$ cat src/rtl/vga_scanout.sv
// VGA 640x480@60 scan-out of the 240x160 BGR555 framebuffer, scaled 2x2 and centred.
// Framebuffer reads are issued from the counter state; sync/blanking are delayed to meet the data.
module vga_scanout #(
    parameter int H_ACTIVE = 640,
    parameter int H_FP     = 16,
    parameter int H_SYNC   = 96,
    parameter int H_BP     = 48,
    parameter int V_ACTIVE = 480,
    parameter int V_FP     = 10,
    parameter int V_SYNC   = 2,
    parameter int V_BP     = 33,
    parameter int X_OFS    = 80,
    parameter int Y_OFS    = 80,
    parameter int RD_LAT   = 1
) (
    input  logic        clock,
    input  logic        reset,
    input  logic [14:0] data,
    output logic [16:0] addr,
    output logic [3:0]  VGA_R,
    output logic [3:0]  VGA_G,
    output logic [3:0]  VGA_B,
    output logic        VGA_HS,
    output logic        VGA_VS,
    output logic        frame_start
);

    localparam int SRC_W   = 240;
    localparam int SRC_H   = 160;
    localparam int H_TOTAL = H_ACTIVE + H_FP + H_SYNC + H_BP;
    localparam int V_TOTAL = V_ACTIVE + V_FP + V_SYNC + V_BP;

    localparam logic [9:0]  H_LAST = 10'(H_TOTAL - 1);
    localparam logic [9:0]  V_LAST = 10'(V_TOTAL - 1);
    localparam logic [9:0]  HS_LO  = 10'(H_ACTIVE + H_FP);
    localparam logic [9:0]  HS_HI  = 10'(H_ACTIVE + H_FP + H_SYNC - 1);
    localparam logic [9:0]  VS_LO  = 10'(V_ACTIVE + V_FP);
    localparam logic [9:0]  VS_HI  = 10'(V_ACTIVE + V_FP + V_SYNC - 1);
    localparam logic [9:0]  X_LO   = 10'(X_OFS);
    localparam logic [9:0]  X_HI   = 10'(X_OFS + 2 * SRC_W - 1);
    localparam logic [9:0]  Y_LO   = 10'(Y_OFS);
    localparam logic [9:0]  Y_HI   = 10'(Y_OFS + 2 * SRC_H - 1);
    localparam logic [16:0] LB_STEP = 17'(SRC_W);

    // Flag vector layout: {win, hs_n, vs_n, fs}
    localparam logic [3:0] FLAGS_IDLE = 4'b0110;

    logic [9:0]  h_reg;
    logic [9:0]  v_reg;
    logic [16:0] line_base_reg;
    logic [3:0]  pipe_reg [RD_LAT];

    logic        win_h;
    logic        win_v;
    logic        odd_line;
    logic [9:0]  h_rel;
    logic [8:0]  sx;
    logic [3:0]  flags0;
    logic [3:0]  flags_dly;
    logic        data_lsb_unused;

    assign win_h    = (h_reg >= X_LO) && (h_reg <= X_HI);
    assign win_v    = (v_reg >= Y_LO) && (v_reg <= Y_HI);
    assign h_rel    = h_reg - X_LO;
    assign sx       = h_rel[9:1];
    // Parity of (v - Y_OFS) is the xor of the operand LSBs.
    assign odd_line = v_reg[0] ^ Y_LO[0];

    assign addr = (win_h && win_v) ? (line_base_reg + {8'd0, sx}) : 17'd0;

    assign flags0 = {win_h && win_v,
                     ~((h_reg >= HS_LO) && (h_reg <= HS_HI)),
                     ~((v_reg >= VS_LO) && (v_reg <= VS_HI)),
                     (h_reg == 10'd0) && (v_reg == 10'd0)};

    assign flags_dly       = pipe_reg[RD_LAT-1];
    assign data_lsb_unused = ^{data[0], data[5], data[10], h_rel[0]};

    always_ff @(posedge clock) begin
        if (reset) begin
            h_reg         <= '0;
            v_reg         <= '0;
            line_base_reg <= '0;
        end else if (h_reg == H_LAST) begin
            h_reg <= '0;
            v_reg <= (v_reg == V_LAST) ? 10'd0 : v_reg + 10'd1;
            // Frame wrap clears the base before any odd-line advance.
            if (v_reg == V_LAST)
                line_base_reg <= '0;
            else if (win_v && odd_line)
                line_base_reg <= line_base_reg + LB_STEP;
        end else begin
            h_reg <= h_reg + 10'd1;
        end
    end

    always_ff @(posedge clock) begin
        if (reset) begin
            for (int i = 0; i < RD_LAT; i++)
                pipe_reg[i] <= FLAGS_IDLE;
        end else begin
            pipe_reg[0] <= flags0;
            for (int i = 1; i < RD_LAT; i++)
                pipe_reg[i] <= pipe_reg[i-1];
        end
    end

    always_ff @(posedge clock) begin
        if (reset) begin
            VGA_R       <= '0;
            VGA_G       <= '0;
            VGA_B       <= '0;
            VGA_HS      <= 1'b1;
            VGA_VS      <= 1'b1;
            frame_start <= 1'b0;
        end else begin
            VGA_HS      <= flags_dly[2];
            VGA_VS      <= flags_dly[1];
            frame_start <= flags_dly[0];
            if (flags_dly[3]) begin
                VGA_R <= data[4:1];
                VGA_G <= data[9:6];
                VGA_B <= data[14:11];
            end else begin
                VGA_R <= '0;
                VGA_G <= '0;
                VGA_B <= '0;
            end
        end
    end

endmodule
$ cat config.mk
export PLATFORM = sky130hd
export DESIGN_NAME = vga_scanout
export DESIGN_NICKNAME = d
export VERILOG_FILES = /design/src/rtl/vga_scanout.sv
export SDC_FILE = /design/constraint.sdc
export NUM_CORES = 1
export LEC_CHECK = 0
export CAP_MARGIN = 15
export CORE_ASPECT_RATIO = 0.6
export CORE_MARGIN = 4
export CORE_UTILIZATION = 40
export DETAILED_ROUTE_END_ITERATION = 8
export PLACE_DENSITY_LB_ADDON = 0.3
export SLEW_MARGIN = 20
export SYNTH_ARGS = -nofsm -noshare
export SYNTH_HDL_FRONTEND = slang
export SYNTH_SLANG_ARGS = --single-unit
$ cat constraint.sdc
create_clock -name clock -period 3.11 [get_ports clock]
set_clock_uncertainty 0.2 [all_clocks]
set_input_delay 0.622 -clock clock [delete_from_list [all_inputs] [get_ports clock]]
set_output_delay 0.622 -clock clock [all_outputs]
set_load 0.02 [all_outputs]
-- Word-level counts from Yosys, hierarchy flattened
Memories as Yosys holds them, arrays and structs flattened.
Index checks and enable logic that the tools add are counted.
- bits in writable memories: 4
- bits in registers: 52
- word-level logic and storage cells: 51
- latch bits: 0
- ROM bits: 0
- memories kept: 1
- input port bits: 17
- memories (memory ; words ; bits a word ; rd ports ; clocked after memory_dff ; wr ports ; RTL line ; source):
    pipe_reg ; 1 ; 4 ; 1 ; 0 ; 1 ; 51 ; logic [3:0] pipe_reg [RD_LAT];
- reduce and logical (&&, ||, !) cells: 14
- multiply operators: 0
- bitwise logic cells: 3
- shift operators: 0
- equality and inequality tests: 2
- add/sub/neg operators: 5
- magnitude comparators: 8
- muxes and demuxes: 9
- divide/modulo/power cells: 0
- operators by type and width (cell ; number):
    two-way mux 17 bit ; 3
    adder 10 x 1 -> 10 bit, second input constant ; 2
    == test 10 bit, second input constant ; 2
    >= comparator 10 x 7 -> 1 bit, second input constant ; 2
    less-or-equal comparator 10 bit, second input constant ; 2
    less-or-equal comparator 10 x 9 -> 1 bit, second input constant ; 2
    logical NOT 10 bit ; 2
    adder 17 x 8 -> 17 bit, second input constant ; 1
    adder 17 x 9 -> 17 bit ; 1
    >= comparator 10 bit, second input constant ; 1
    >= comparator 10 x 9 -> 1 bit, second input constant ; 1
    two-way mux 10 bit ; 1
    subtractor 10 x 7 -> 10 bit, second input constant ; 1
    logical AND 1 bit ; 7
    two-way mux 1 bit ; 4
    two-way mux 4 bit ; 1
    OR reduction 2 bit ; 2
    OR reduction 4 bit ; 1
    NOT 1 bit ; 3
    AND reduction 2 bit ; 1
    nonzero test 2 bit ; 1

-- Logic depth before layout (Yosys ltp)
Gate-level depths: netlist of the first run.
- word-level depth: 5
- depth in mapped cells: 11
- depth with buffers taken out: 11

-- Least setup slack after synthesis of the first run
OpenSTA, ideal clock, no wires.
- kind: reg-to-output
- start point: reg h_reg[4]
- end point: out addr[12]
- stages on the path, launching flop included: 12
- data arrival time: 2.359 ns
- buffers on the path: 0
- setup slack: -0.071 ns
- required time: 2.288 ns
- cells stage by stage: dfxtp_1 > inv_1 > ha_1 > inv_1 > a21oi_1 > xor2_1 > ha_1 > a21o_1 > a21o_1 > o21ai_0 > xor2_1 > nor2_1
- longest elaborated chain between the ends: 4
- elaborated cells between the ends (all ways): 7
- classes of those cells: add/sub: 2; order compare: 2; mux: 1; reduce/logical: 2
- RTL lines (element ; RTL line ; source):
    start: declaration ; 48 ; logic [9:0] h_reg;
    start signal: assignment ; 93 ; h_reg <= h_reg + 10'd1;
    parallel branches: the longest is 3 deep, another holds adder 17 x 9 -> 17 bit ; n/a ;
    two-way mux 17 bit (*) ; 69 ; assign addr = (win_h && win_v) ? (line_base_reg + {8'd0, sx}) : 17'd0;
    end: declaration ; 19 ; output logic [16:0] addr,
Every way passes the cells marked *.

-- Worst setup path in the final report of the first run
- start point: reg h_reg[4]
- end point: out addr[16]
Same word-level chain as after synthesis.

==> results.cfg, run 1 <==
[outcome]
status = complete, but fails checks
violations = negative setup slack

[critical_path]
crit_slowest_cell = dfxtp_4
crit_top_cell = a21o_1
critPathCaptureType = output port
cp_top_family = compound AO/OA/AOI/OAI gates
crit_cells = 13
cp_cell_sequence = inv_4, ha_4, inv_4, a21oi_2, xor2_1, ha_1, a21o_1, a21o_1, buf_6, a21o_1, nand2_1, a31oi_1, buf_4
crit_path_max_fanout = 4
cp-start-kind = flop
rrSetupSlack_ns = 0.69
reg2reg_depth = 7
critPathBufInv = 4
arrival_ns = 2.49
reg2reg_from = h_reg[1]
r2r-end = line_base_reg[12]
critical_path_required_ns = 2.29
cpPeakStageDelay_ns = 0.37
crit_type = reg -> out

[worst_hold_path]
hp-start = pipe_reg[0][1]
hold-path-cell-count = 1
whs_endpoint = VGA_VS
min_path_type = reg -> reg

[floorplan]
coreArea_mm2 = 0.00724
initial_core_util_pct = 41.2
dieArea_mm2 = 0.00894
die_h_um = 74.9
fp.dieW_um = 119
rows = 24
boundaryPins = 49

[place]
pre_cts_slack_ns = -0.497
gp_congestion = 0.870
place_hpwl_um = 5570
dp.cells = 541
portBuffers = 45

[global_route]
grt_max_degree = 18
antenna_found_initial = 0
grt.total_usage_pct = 16.8
grt_pass1_wl_um = 12400
overflow = 0
grt_pass1_vias = 2586

[clocking]
clk_latency_ns = 0.30
cts_tree = built
clkTransAtPathRegs_ns = 0.07
cts_sinks = 52
cts_root_buf = clkbuf_16
cts_buffers = 5
htreeDepth = 2
clockBufferDepth = 2
cts-hold-fix-buffers = 0

[detailed_routing]
avgViaCountPerCell = 5.04
drtPass1Iterations = 4
wl_met2_um = 3360
drtIter0Drc = 202
wl_per_cell_um = 13.7
drt-met1-wl_um = 3860
routed_wirelength_um = 7620
wl_met3_um = 373
top_layer = met4
vias = 2815
antenna_left = 0
drc_errors = 0

[logic_synthesis]
syn-num-nets = 399
synthesis.area_per_instance_um2 = 8.16
synth_area_mm2 = 0.00298
synth_seq_area_share_pct = 34.9
synth_edf_count = 0
synth-seq-cells = 52
synth_area_leaders = dfxtp_1 35%, ha_1 7.1%, nor2_1 6.0%, xor2_1 5.6%, a21oi_1 3.7%
ys_async_sr_fraction_pct = 0
yosysTopAreaCell = dfxtp_1
synthFlopType = dfxtp_1
synthCells = 365
synth_cell_types = 51
yosysWarnings = 0
yosys.area.top_type_share_pct = 34.9

[timing]
slew_violations = 0
worst_pin_slew_ns = 0.570
fmax_mhz = 302
finalSetupViolCount = 9
finalHoldViolCount = 0
rsz0062_at_grt = true
fin_ws_ns = -0.203
tns_ns = -0.970
min_period_ns = 3.31
finalCritPeriodShare_pct = 107
relSlewSlack_pct = 61.9
hold_slack_ns = 0.216

[final_layout]
largest_reg_flops = 13
fin_nets = 487
layout_commonest_cell = buf_4
fin_cells = 558
fin_util_pct = 58.1
drive_above_1_share_pct = 25.3
antenna_cells = 0
area_growth_pct = 41.0
layout_common_cells = 59 x buf_4, 49 x dfxtp_1, 45 x nor2_1, 28 x clkdlybuf4s50_1, 19 x xor2_1

[pwr]
p_int_mw = 0.998
powerDensity_mw_per_mm2 = 304
ir_drop_uv = 209
power.switching_mw = 0.281
pwr-share-clk_pct = 43.4
p_seq_share_pct = 52.7
swShare_pct = 22.0
combPwrFrac_pct = 4.0
p_leak_nw = 1.69

[job]
max-cap-violations = 0
## worst reg2reg max path, delay by kind of cell (launching register included)
kind,cells,cell delay (ns)
compound gates,1,0.18
fa+ha+maj,1,0.18
flops,1,0.37
simple gates,4,1.30
buf+inv,1,0.12
## cell families (layout without fill, tap and decap cells)
family                   after synthesis  in the layout  synth area share, %
flip-flops                            52             52                 34.9
AND/OR/NAND/NOR                      156            156                 28.3
adder cells (fa/ha/maj)               17             17                 7.14
XOR/XNOR                              31             31                 9.11
AO/OA/AOI/OAI                         73             73                 15.6
other                                  1              1                0.126
buffers and inverters                 35            124                 4.83
## per-stage QoR
| step | instance area (um2) | power [mW] |
|---|---|---|
| 2_1_floorplan | 2990 | 0.712 |
| 3_3_place_gp | 3840 | 0.740 |
| 3_5_place_dp | 3840 | 0.742 |
| 4_1_cts | 4060 | 1.30 |
| 5_1_grt | 4200 | 1.33 |
| 6_report | 4200 | 1.28 |
## repair_timing
item	4_1_cts	5_1_grt
gates resized for setup	73	44
hold endpoints to repair	0	0
pin swaps	10	21
buffers inserted	4	6
setup endpoints to repair	17	17
## power groups by stage
stage / clock network (mW) / logic, mW / registers, mW
2_1_floorplan: 0 / 0.0209 / 0.691
3_3_place_gp: 0 / 0.0501 / 0.690
3_5_place_dp: 0 / 0.0508 / 0.691
4_1_cts: 0.573 / 0.0513 / 0.675
5_1_grt: 0.596 / 0.0559 / 0.674
6_report: 0.555 / 0.0507 / 0.674
## cells in the mapped netlist (2+ instances only)
cell       count
dfxtp_1       52
nor2_1        48
a21oi_1       22
xor2_1        19
nand2_1       18
o21ai_0       18
ha_1          17
inv_1         15
nand3_1       15
and2_1        12
clkbuf_1      12
nand4_1       12
xnor2_1       12
and3_1         9
a21o_1         7
a31oi_1        7
buf_2          6
nor3_1         6
nand2b_1       5
nor2b_1        5
a211oi_1       4
nand4b_1       4
or3_1          4
a22oi_1        2
a31o_2         2
and4_1         2
nand4bb_1      2
nor3b_1        2
o211ai_1       2
o31ai_1        2
or2_2          2
## layout make-up
type | count | area, um2
fill | 667 | 3040
multi-input combinational | 278 | 1940
sequential | 52 | 1050
timing repair buffer | 101 | 868
tap | 104 | 130
clock buffer | 6 | 129
inverter | 15 | 63.8
clock inverter | 2 | 16.3
## how the worst max path moves through the flow
stage,endpoint,start
floorplan,addr[16],h_reg[4]
CTS,addr[13],h_reg[5]
global route,addr[16],h_reg[4]
detailed placement,addr[16],h_reg[4]
global placement,addr[12],h_reg[4]
finish,addr[16],h_reg[4]
## layer usage
metal	GRT usage, %	vias up
met3	4.13	5
li1	-	1450
met5	0	-
met1	24.1	1295
met4	2.41	0
met2	26.3	65
No activity file was read; power rests on OpenSTA's default activity.
==> run 2: changes to the inputs <==
Settings changed: CORE_ASPECT_RATIO 0.6 to 1.2, HOLD_SLACK_MARGIN from default to 0.03.
==> run 2 against run 1 <==
  * The run still ends with negative setup slack left
  * Utilization shrank 2.3 points
  * Critical path type unchanged
  * Largest cell class unchanged
  * Global-route usage fell by 0.13 points
  * Wire length shrank 4.3%
  * Worst hold slack about the same
  * Critical endpoint is now addr[10]
  * Maximum frequency grew 1.4%
==> results.cfg, run 2 (synthesized netlist as in run 1, its figures left out) <==
[critical_path]
cp-start-kind = flop
critPathBufInv = 4
reg2reg_depth = 7
cpPeakStageDelay_ns = 0.35
crit_type = reg -> out
cp_top_family = compound AO/OA/AOI/OAI gates
rrSetupSlack_ns = 0.67
critical_path_required_ns = 2.29
cp_cell_sequence = inv_2, ha_4, inv_2, a21oi_2, xor2_1, ha_1, a21o_1, a21o_1, buf_6, o21ai_0, a31oi_1, buf_4
critPathCaptureType = output port
reg2reg_from = h_reg[0]
r2r-end = line_base_reg[13]
crit_path_max_fanout = 4
crit_slowest_cell = dfxtp_2
arrival_ns = 2.45

[detailed_routing]
drtPass1Iterations = 4
antenna_left = 0
drtIter0Drc = 178
drc_errors = 0
wl_per_cell_um = 13.6
vias = 2831
avgViaCountPerCell = 5.29
routed_wirelength_um = 7290

[floorplan]
initial_core_util_pct = 41.2
coreArea_mm2 = 0.00723
rows = 34
boundaryPins = 49
fp.dieW_um = 86.8
die_h_um = 103
dieArea_mm2 = 0.00890

[outcome]
status = complete, but fails checks
violations = negative setup slack

[timing]
hold_slack_ns = 0.216
fmax_mhz = 306
tns_ns = -0.911
worst_pin_slew_ns = 0.541
finalSetupViolCount = 9
slew_violations = 0
min_period_ns = 3.27
fin_ws_ns = -0.158
relSlewSlack_pct = 63.0
finalCritPeriodShare_pct = 105
finalHoldViolCount = 0
rsz0062_at_grt = true

[global_route]
grt_pass1_wl_um = 12000
grt_pass1_vias = 2655
overflow = 0
antenna_found_initial = 0
grt.total_usage_pct = 16.6
grt_max_degree = 19

[final_layout]
multi_input_area_mm2 = 0.00192
largest_reg_flops = 13
layout_common_cells = 52 x buf_4, 50 x dfxtp_1, 45 x nor2_1, 28 x clkdlybuf4s50_1, 19 x xor2_1
fin_cells = 535
area_growth_pct = 35.4
fin_nets = 478
drive_above_1_share_pct = 24.3
antenna_cells = 0
seqCellArea_mm2 = 0.00104
nFillCells = 682
layout_commonest_cell = buf_4

[worst_hold_path]
hp-start = pipe_reg[0][1]
min_path_type = reg -> reg
whs_endpoint = VGA_VS
hold-path-cell-count = 1

[job]
max-cap-violations = 0

[clocking]
clkTransAtPathRegs_ns = 0.10
clockBufferDepth = 2
clk_latency_ns = 0.31
cts_sinks = 52
cts_root_buf = clkbuf_8
cts_buffers = 5
cts_tree = built
htreeDepth = 2

[place]
pre_cts_slack_ns = -0.411
dp.cells = 521
gp_congestion = 0.867
portBuffers = 45
place_hpwl_um = 5350

[pwr]
powerDensity_mw_per_mm2 = 280
p_leak_nw = 1.59
ir_drop_uv = 182
==> run 2: metal layers <==
layer	part of all wire (%)	track usage, %	up-vias
met1	46	21.2	1327
li1	-	-	1437
met5	0	0	-
met4	0.89	4.20	0
met2	49	28.8	62
met3	4.8	3.20	5
==> run 2: metrics by stage <==
stage	utilization, %	power, mW	cell area [um2]
floorplan	-	0.712	2990
global placement	52.3	0.739	3780
detailed placement	52.3	0.739	3780
CTS	54.6	1.14	3950
global route	55.8	1.19	4040
finish	55.8	1.13	4040
==> run 2: cell type report <==
type                            instances  share of cell area (%)
Multi-Input combinational cell        278                    47.5
Sequential cell                        52                    25.9
Timing Repair Buffer                   92                    20.0
Tap cell                               90                    2.79
Clock buffer                            5                    1.71
Inverter                               15                    1.40
Clock inverter                          3                   0.682
==> run 2: worst max-delay path by stage <==
stage	start	endpoint	slack, ns	cells past startpoint
after floorplan	h_reg[4]	addr[16]	0.0009	10
after global placement	h_reg[4]	addr[12]	-0.37	12
after detailed placement	h_reg[4]	addr[12]	-0.41	12
after CTS	h_reg[5]	addr[12]	-0.15	13
after global routing	h_reg[5]	addr[12]	-0.31	13
final	h_reg[5]	addr[10]	-0.16	12
==> run 2: repair_timing <==
action | CTS | global route
resized for setup | 93 | 17
hold buffers | 0 | 0
cloned | 0 | 0
pin swaps | 10 | 11
buffers inserted | 4 | 3
endpoints found under the setup margin | 17 | 17
==> run 2: worst reg2reg max path, cell delays in order, from the launching register on <==
cell	delay, ns
dfxtp_1	0.42
ha_1	0.19
buf_4	0.12
nand3_2	0.10
or4_1	0.56
nor2_1	0.46
nand4_1	0.18
a21oi_1	0.17
==> run 2: power breakdown <==
| group | switching, mW | internal (mW) | total (mW) | leakage [nW] |
|---|---|---|---|---|
| Sequential | 0.00464 | 0.671 | 0.675 | 0.421 |
| Combinational | 0.0216 | 0.0263 | 0.0479 | 1.12 |
| Clock | 0.240 | 0.166 | 0.405 | 0.0463 |
| Total | 0.266 | 0.863 | 1.13 | 1.59 |
==> run 3: changes to the inputs <==
Settings changed: CAP_MARGIN 15 to 40.
==> results of run 3 <==
The final DEF is identical to that of run 2; final timing and power are the same.
